File: src/rtl/sync_debounce_n.sv
`default_nettype none
// ============================================================================
// Module      : sync_debounce_n
// Description : Multi-channel input conditioner. Each raw input is passed
//               through a flop synchroniser, debounced by a per-channel
//               stability counter, and edge-detected into registered
//               RISE/FALL strobes plus an any-channel CHANGED flag.
// Revision    : 1.0 - initial release
// ============================================================================
module sync_debounce_n #(
  parameter int WIDTH     = 8,
  parameter int STAGES    = 2,
  parameter int DB_CYCLES = 4
) (
  input  logic             CLK,
  input  logic             ACLR_L,
  input  logic [WIDTH-1:0] ASYNC,
  output logic [WIDTH-1:0] SYNC,
  output logic [WIDTH-1:0] DEB,
  output logic [WIDTH-1:0] RISE,
  output logic [WIDTH-1:0] FALL,
  output logic             CHANGED
);

  localparam int CNT_W = $clog2(DB_CYCLES + 1);
  // Count value at which the next differing cycle commits the new level.
  localparam logic [CNT_W-1:0] CNT_MAX = CNT_W'(DB_CYCLES - 1);
  localparam logic [CNT_W-1:0] CNT_ONE = CNT_W'(1);

  // Stage 0 is the capture flop; stage STAGES-1 is the synchronised level.
  logic [STAGES-1:0][WIDTH-1:0] sync_q;

  logic [WIDTH-1:0][CNT_W-1:0] cnt_q, cnt_d;
  logic [WIDTH-1:0]            deb_q, deb_d;
  logic [WIDTH-1:0]            rise_q, rise_d;
  logic [WIDTH-1:0]            fall_q, fall_d;
  logic                        changed_q, changed_d;

  logic [WIDTH-1:0] sync_lvl;
  assign sync_lvl = sync_q[STAGES-1];

  // Synchroniser shift chain, new sample enters at stage 0.
  always_ff @(posedge CLK) begin
    if (!ACLR_L) begin
      sync_q <= '0;
    end else begin
      sync_q <= {sync_q[STAGES-2:0], ASYNC};
    end
  end

  // Per-channel debounce: count consecutive disagreeing cycles, commit on the last one.
  always_comb begin
    cnt_d  = cnt_q;
    deb_d  = deb_q;
    rise_d = '0;
    fall_d = '0;
    for (int i = 0; i < WIDTH; i++) begin
      if (sync_lvl[i] != deb_q[i]) begin
        if (cnt_q[i] == CNT_MAX) begin
          deb_d[i]  = sync_lvl[i];
          cnt_d[i]  = '0;
          rise_d[i] = sync_lvl[i];
          fall_d[i] = ~sync_lvl[i];
        end else begin
          cnt_d[i] = cnt_q[i] + CNT_ONE;
        end
      end else begin
        // Level agrees again: any partial count was a glitch.
        cnt_d[i] = '0;
      end
    end
    changed_d = |(rise_d | fall_d);
  end

  // Debounce state and strobe registers; reset clears without producing strobes.
  always_ff @(posedge CLK) begin
    if (!ACLR_L) begin
      cnt_q     <= '0;
      deb_q     <= '0;
      rise_q    <= '0;
      fall_q    <= '0;
      changed_q <= 1'b0;
    end else begin
      cnt_q     <= cnt_d;
      deb_q     <= deb_d;
      rise_q    <= rise_d;
      fall_q    <= fall_d;
      changed_q <= changed_d;
    end
  end

  assign SYNC    = sync_lvl;
  assign DEB     = deb_q;
  assign RISE    = rise_q;
  assign FALL    = fall_q;
  assign CHANGED = changed_q;

endmodule
`default_nettype wire
File: config.mk
export PLATFORM = sky130hd
export DESIGN_NAME = sync_debounce_n
export DESIGN_NICKNAME = d
export VERILOG_FILES = /design/src/rtl/sync_debounce_n.sv
export SDC_FILE = /design/constraint.sdc
export NUM_CORES = 1
export LEC_CHECK = 0
export CORE_MARGIN = 2
export CORE_UTILIZATION = 45
export DETAILED_ROUTE_END_ITERATION = 12
export PLACE_DENSITY = 0.71
export SLEW_MARGIN = 20
export SYNTH_ARGS = -nofsm -noshare
export SYNTH_HDL_FRONTEND = slang
export SYNTH_SLANG_ARGS = --single-unit
File: constraint.sdc
create_clock -name CLK -period 1.4 [get_ports CLK]
set_input_delay 0.28 -clock CLK [delete_from_list [all_inputs] [get_ports CLK]]
set_output_delay 0.28 -clock CLK [all_outputs]
set_load 0.1 [all_outputs]
==> results of run 1 <==
[layer usage]
metal / track usage, % / vias up
met5: 0 / -
met4: 8.33 / 0
met2: 23.7 / 45
met3: 8.03 / 6
met1: 19.0 / 672
li1: - / 764
[kinds of logic (layout without fill, tap and decap cells)]
logic type / after synthesis / count (layout) / synth area share (%)
DFF: 65 / 65 / 57.6
muxes: 8 / 8 / 3.54
buffers and inverters: 28 / 80 / 6.20
adders and majority gates: 16 / 16 / 8.85
AOI/OAI and AO/OA: 5 / 5 / 1.72
xor gates and xnor gates: 8 / 8 / 3.10
and+or+nand+nor: 80 / 80 / 19.0
[per-stage QoR]
| step | std cells | total power (W) | worst slack, ps | util (%) | TNS [ps] |
|---|---|---|---|---|---|
| 3_3_place_gp | 313 | 0.00214 | -11.4 | 64.3 | -37.6 |
| 2_1_floorplan | 210 | 0.00206 | 137 | - | 0 |
| 3_5_place_dp | 313 | 0.00214 | -51.8 | 64.3 | -247 |
| 4_1_cts | 329 | 0.00368 | 73.3 | 68.3 | 0 |
| 6_report | 329 | 0.00363 | 99.7 | 68.3 | 0 |
| 5_1_grt | 329 | 0.00377 | 33.7 | 68.3 | 0 |
[final timing paths]
path	startpoint	endpoint	slack (ps)	depth (start not counted)
max	SYNC[0]	SYNC[0]	100	1
min reg2reg	cnt_q[12]	cnt_q[12]	420	1
min	cnt_q[12]	cnt_q[12]	420	1
max reg2reg	cnt_q[0]	CHANGED	100	4
[placed cells by master (no fill, tap or decap)]
cell type and n:
nor2_1 32, a22oi_1 4, and2_1 16, nor3b_1 16, clkbuf_1 3, dfxtp_2 8
xor2_1 8, clkbuf_8 10, nand2_1 8, dfxtp_1 57, mux2i_1 8, ha_1 16
clkdlybuf4s50_1 9, buf_12 34, clkinv_2 2, a41oi_1 1, nand3b_1 8, bufinv_16 1
buf_4 4, inv_1 16, clkinv_1 1
[area by class of cell]
type | instances | area [um2] | share of cell area (%)
Tap cell | 67 | 83.8 | 2.57
Sequential cell | 65 | 1310 | 40.1
Timing Repair Buffer | 47 | 801 | 24.5
Inverter | 17 | 63.8 | 1.95
Multi-Input combinational cell | 117 | 820 | 25.1
Clock inverter | 3 | 40.0 | 1.23
Clock buffer | 13 | 149 | 4.56
[sequential cells by signal, summed over array words and instances, names as in the netlist]
register,flops
CHANGED,1
DEB,8
FALL,8
RISE,8
SYNC,8
cnt_q,24
sync_q,8
[worst reg2reg max path, cell delays in order (launching register included)]
cell	delay, ps
dfxtp_1	320
ha_1	200
ha_1	240
a22oi_1	250
a41oi_1	160
[cells in the mapped netlist, drive strengths merged, types with 2 or more instances]
| cell type | number | area share [%] |
|---|---|---|
| nor2 | 32 | 5.3 |
| and2 | 16 | 4.4 |
| a22oi | 4 | 1.3 |
| nor3b | 16 | 5.3 |
| ha | 16 | 8.9 |
| dfxtp | 65 | 58 |
| inv | 16 | 2.7 |
| mux2i | 8 | 3.5 |
| xor2 | 8 | 3.1 |
| nand2 | 8 | 1.3 |
| buf | 9 | 3.0 |
| nand3b | 8 | 2.7 |
| clkbuf | 2 | 0.39 |
[power by group through the flow]
| stage | Clock, W | Sequential (W) | Combinational, W |
|---|---|---|---|
| after global placement | 0 | 0.00194 | 0.000200 |
| final | 0.00153 | 0.00190 | 0.000203 |
| after CTS | 0.00158 | 0.00190 | 0.000205 |
| after detailed placement | 0 | 0.00194 | 0.000203 |
| after floorplan | 0 | 0.00193 | 0.000129 |
| after global routing | 0.00165 | 0.00190 | 0.000218 |
==> impl_metrics.toml, run 1 <==
[status]
outcome = "complete, no violations"

[clock_tree]
cts-buffers-inserted = 9
clk_latency_ps = 340
cts_tree = "done"
root_buffer = "clkbuf_8"
path_clk_slew_ps = 70
cts_max_level = 3
clockBufferDepth = 2
cts_resized = 0
post_cts_buffers = 0
cts.sinks = 65
postCtsHoldBufs = 0

[placed_design]
hpwl_mm = 2.59
placedInstanceArea_um2 = 3080
gp_congestion = 0.677
port_buffers = 42

[yosys]
yosys_warnings = 0
ys_seq_area_share_pct = 57.6
asyncSetResetFlopFracSynth_pct = 0
synth_area_per_cell_um2 = 10.8
synth_area_um2 = 2260
ys_seq_elements = 65
yosys_most_used_dff = "dfxtp_1"
synth.distinct_cells = 16
synth_edf_count = 0
syn-num-nets = 236
syn-instance-count = 210

[route]
drt-initial-drc-count = 76
met2WireLength_mm = 1.73
vias = 1487
wire_per_inst_um = 11.2
firstDrtPassIters = 4
avgViaCountPerCell = 4.52
top_layer_used = "met4"
drcViolationCount = 0
wl_met3_um = 260
wl_met1_mm = 1.65
wl_mm = 3.69
antenna_left = 0

[pwr]
p_clk_share_pct = 42.1
p_switching_w = 0.000797
pwr-share-comb_pct = 5.6
ir_drop_v = 0.000761
swShare_pct = 21.9
power_density_nw_per_um2 = 1110
p_int_w = 0.00283
p_leak_nw = 1.31
seq_power_share_pct = 52.3

[floorplanning]
core_um2 = 4790
start_util_pct = 47.2
placementRows = 25
pin_count = 43
die_width_um = 74.9
die-area_um2 = 5610
die_h_um = 74.9

[global_route]
grt_pass1_vias = 1401
grt_pass1_wl_mm = 6.29
antenna_found_initial = 0
track_usage_pct = 16.0
grt_max_degree = 23
gr-total-overflow = 0

[final_layout]
n_antenna_cell = 0
drive_gt1_share_pct = 22.5
areaGrowthSynthToFinish_pct = 44.5
layout.nets = 283
final_area_um2 = 3270
num-fill-cells = 354

[sta]
relSlewSlack_pct = 82.5
final.period_utilization_pct = 92.9
worst_pin_slew_ps = 262
hold_ws_ps = 420
hold_viol_final = 0
fin_crit_ps = 1300
maxSlewViolCount = 0
skew_ps = 4.31
fmax_ghz = 0.769
rsz0062_at_grt = "no"
report.final.setup_viol = 0

[run]
drv_cap = 0

[worst_hold_path]
holdCritPathClass = "flip-flop to flip-flop"

[setup_path]
crit_family = "flip-flops"
cp_slowest_stage_delay_ps = 470
start_kind = "flip-flop"
crit_slowest_cell = "dfxtp_1"
cp.arrival_ps = 1020
path_buf_inv = 1
crit_fanout = 5
path_cells = "buf_12"
endpoint_kind = "output pin"
cp.required_ps = 1120
crit_type = "flip-flop to output pin"
Power figures use the tool's default switching activity.
==> inputs of run 2 (changes only) <==
--- a/config.mk
+++ b/config.mk
@@ -9,6 +9,7 @@
 export CORE_UTILIZATION = 45
 export DETAILED_ROUTE_END_ITERATION = 12
 export PLACE_DENSITY = 0.71
+export RECOVER_POWER = 50
 export SLEW_MARGIN = 20
 export SYNTH_ARGS = -nofsm -noshare
 export SYNTH_HDL_FRONTEND = slang
==> constraint.sdc (replaced) <==
create_clock -name CLK -period 1.32 [get_ports CLK]
set_input_delay 0.264 -clock CLK [delete_from_list [all_inputs] [get_ports CLK]]
set_output_delay 0.264 -clock CLK [all_outputs]
set_load 0.1 [all_outputs]
==> impl_metrics.toml, run 2 (synthesis gave the netlist of run 1 again) <==
[worst_hold_path]
holdCritPathClass = "flip-flop to flip-flop"

[sta]
maxSlewViolCount = 0
hold_viol_final = 0
rsz0062_at_grt = "no"
setup_slack_ps = 48.6
fin_crit_ps = 1270
relSlewSlack_pct = 79.8
skew_ps = 5.78
worst_pin_slew_ps = 305
final.period_utilization_pct = 96.3
setup_tns_ps = 0
report.final.setup_viol = 0
fmax_ghz = 0.787

[final_layout]
largest_reg_flops = 24
layout.nets = 285
drive_gt1_share_pct = 25.4
layout_common_cells = "dfxtp_1 (55), nor2_1 (32), buf_12 (19)"
regMostFlops = "cnt_q"
n_antenna_cell = 0
final_common_cell = "dfxtp_1"
areaGrowthSynthToFinish_pct = 37.6
num-fill-cells = 358

[pwr]
ir_drop_v = 0.000740
seq_power_share_pct = 53.0
p_leak_nw = 1.28
p_int_w = 0.00297
power_density_nw_per_um2 = 1220
p_switching_w = 0.000831
p_clk_share_pct = 41.2
pwr-share-comb_pct = 5.8
swShare_pct = 21.8

[clock_tree]
cts_tree = "done"
postCtsHoldBufs = 0
cts.sinks = 65
clk_latency_ps = 330
path_clk_slew_ps = 60
post_cts_buffers = 0
cts_max_level = 3
cts-buffers-inserted = 9
clockBufferDepth = 2
cts_resized = 0
root_buffer = "clkbuf_8"

[global_route]
grt_pass1_wl_mm = 6.55
grt_pass1_vias = 1506
antenna_found_initial = 0
track_usage_pct = 16.0
grt_max_degree = 23
gr-total-overflow = 0

[route]
avgViaCountPerCell = 4.60
antenna_left = 0
wire_per_inst_um = 11.3
wl_mm = 3.74
firstDrtPassIters = 4
vias = 1522
drt-initial-drc-count = 73
drcViolationCount = 0

[status]
outcome = "complete, no violations"

[setup_path]
path_cells = "buf_12"
crit_family = "flip-flops"
start_kind = "flip-flop"
cp.required_ps = 1060
cp_slowest_stage_delay_ps = 460
endpoint_kind = "output pin"
crit_slowest_cell = "dfxtp_1"
path_buf_inv = 1
crit_fanout = 5
crit_type = "flip-flop to output pin"
cp.arrival_ps = 1010

[placed_design]
gp_congestion = 0.680
port_buffers = 42
post-place-ws_ps = -89.9
hpwl_mm = 2.69

[floorplanning]
pin_count = 43
die-area_um2 = 5610
start_util_pct = 47.2
core_um2 = 4790
die_width_um = 74.9
die_h_um = 74.9
placementRows = 25

[run]
drv_cap = 0
## run 2: final timing paths
| kind | from | endpoint | slack [ps] | depth (start not counted) |
|---|---|---|---|---|
| max reg2reg | cnt_q[21] | CHANGED | 110 | 4 |
| min reg2reg | cnt_q[12] | cnt_q[12] | 420 | 1 |
| max | SYNC[4] | SYNC[4] | 50 | 1 |
| min | cnt_q[12] | cnt_q[12] | 420 | 1 |
## run 2: per-stage QoR
stage	hold WS (ps)	power (W)	utilization [%]	area, um2	cells
6_report	422	0.00380	65.0	3110	331
5_1_grt	440	0.00394	65.0	3110	331
4_1_cts	429	0.00385	68.7	3290	331
3_5_place_dp	413	0.00228	64.7	3090	315
3_3_place_gp	408	0.00227	64.7	3090	315
2_1_floorplan	391	0.00219	-	2270	210
## run 2: layout make-up
type,instances,area [um2],area share (%)
Timing Repair Buffer,49,628,20.2
Tap cell,67,83.8,2.69
Inverter,17,63.8,2.05
Multi-Input combinational cell,117,830,26.7
Clock inverter,2,10.0,0.322
Sequential cell,65,1310,42.2
Clock buffer,14,183,5.87
## run 2: power by group through the flow
stage          registers, W  logic [W]  clock network, W
5_1_grt             0.00202   0.000236           0.00169
6_report            0.00202   0.000220           0.00157
3_5_place_dp        0.00206   0.000221                 0
2_1_floorplan       0.00205   0.000137                 0
3_3_place_gp        0.00206   0.000218                 0
4_1_cts             0.00201   0.000222           0.00162
## run 2: layer usage
layer / global-route usage, % / wire length [um] / vias to the layer above
li1: - / - / 770
met4: 10.1 / 88 / 0
met3: 4.95 / 227 / 9
met1: 18.8 / 1650 / 699
met5: 0 / 0 / -
met2: 25.2 / 1770 / 44
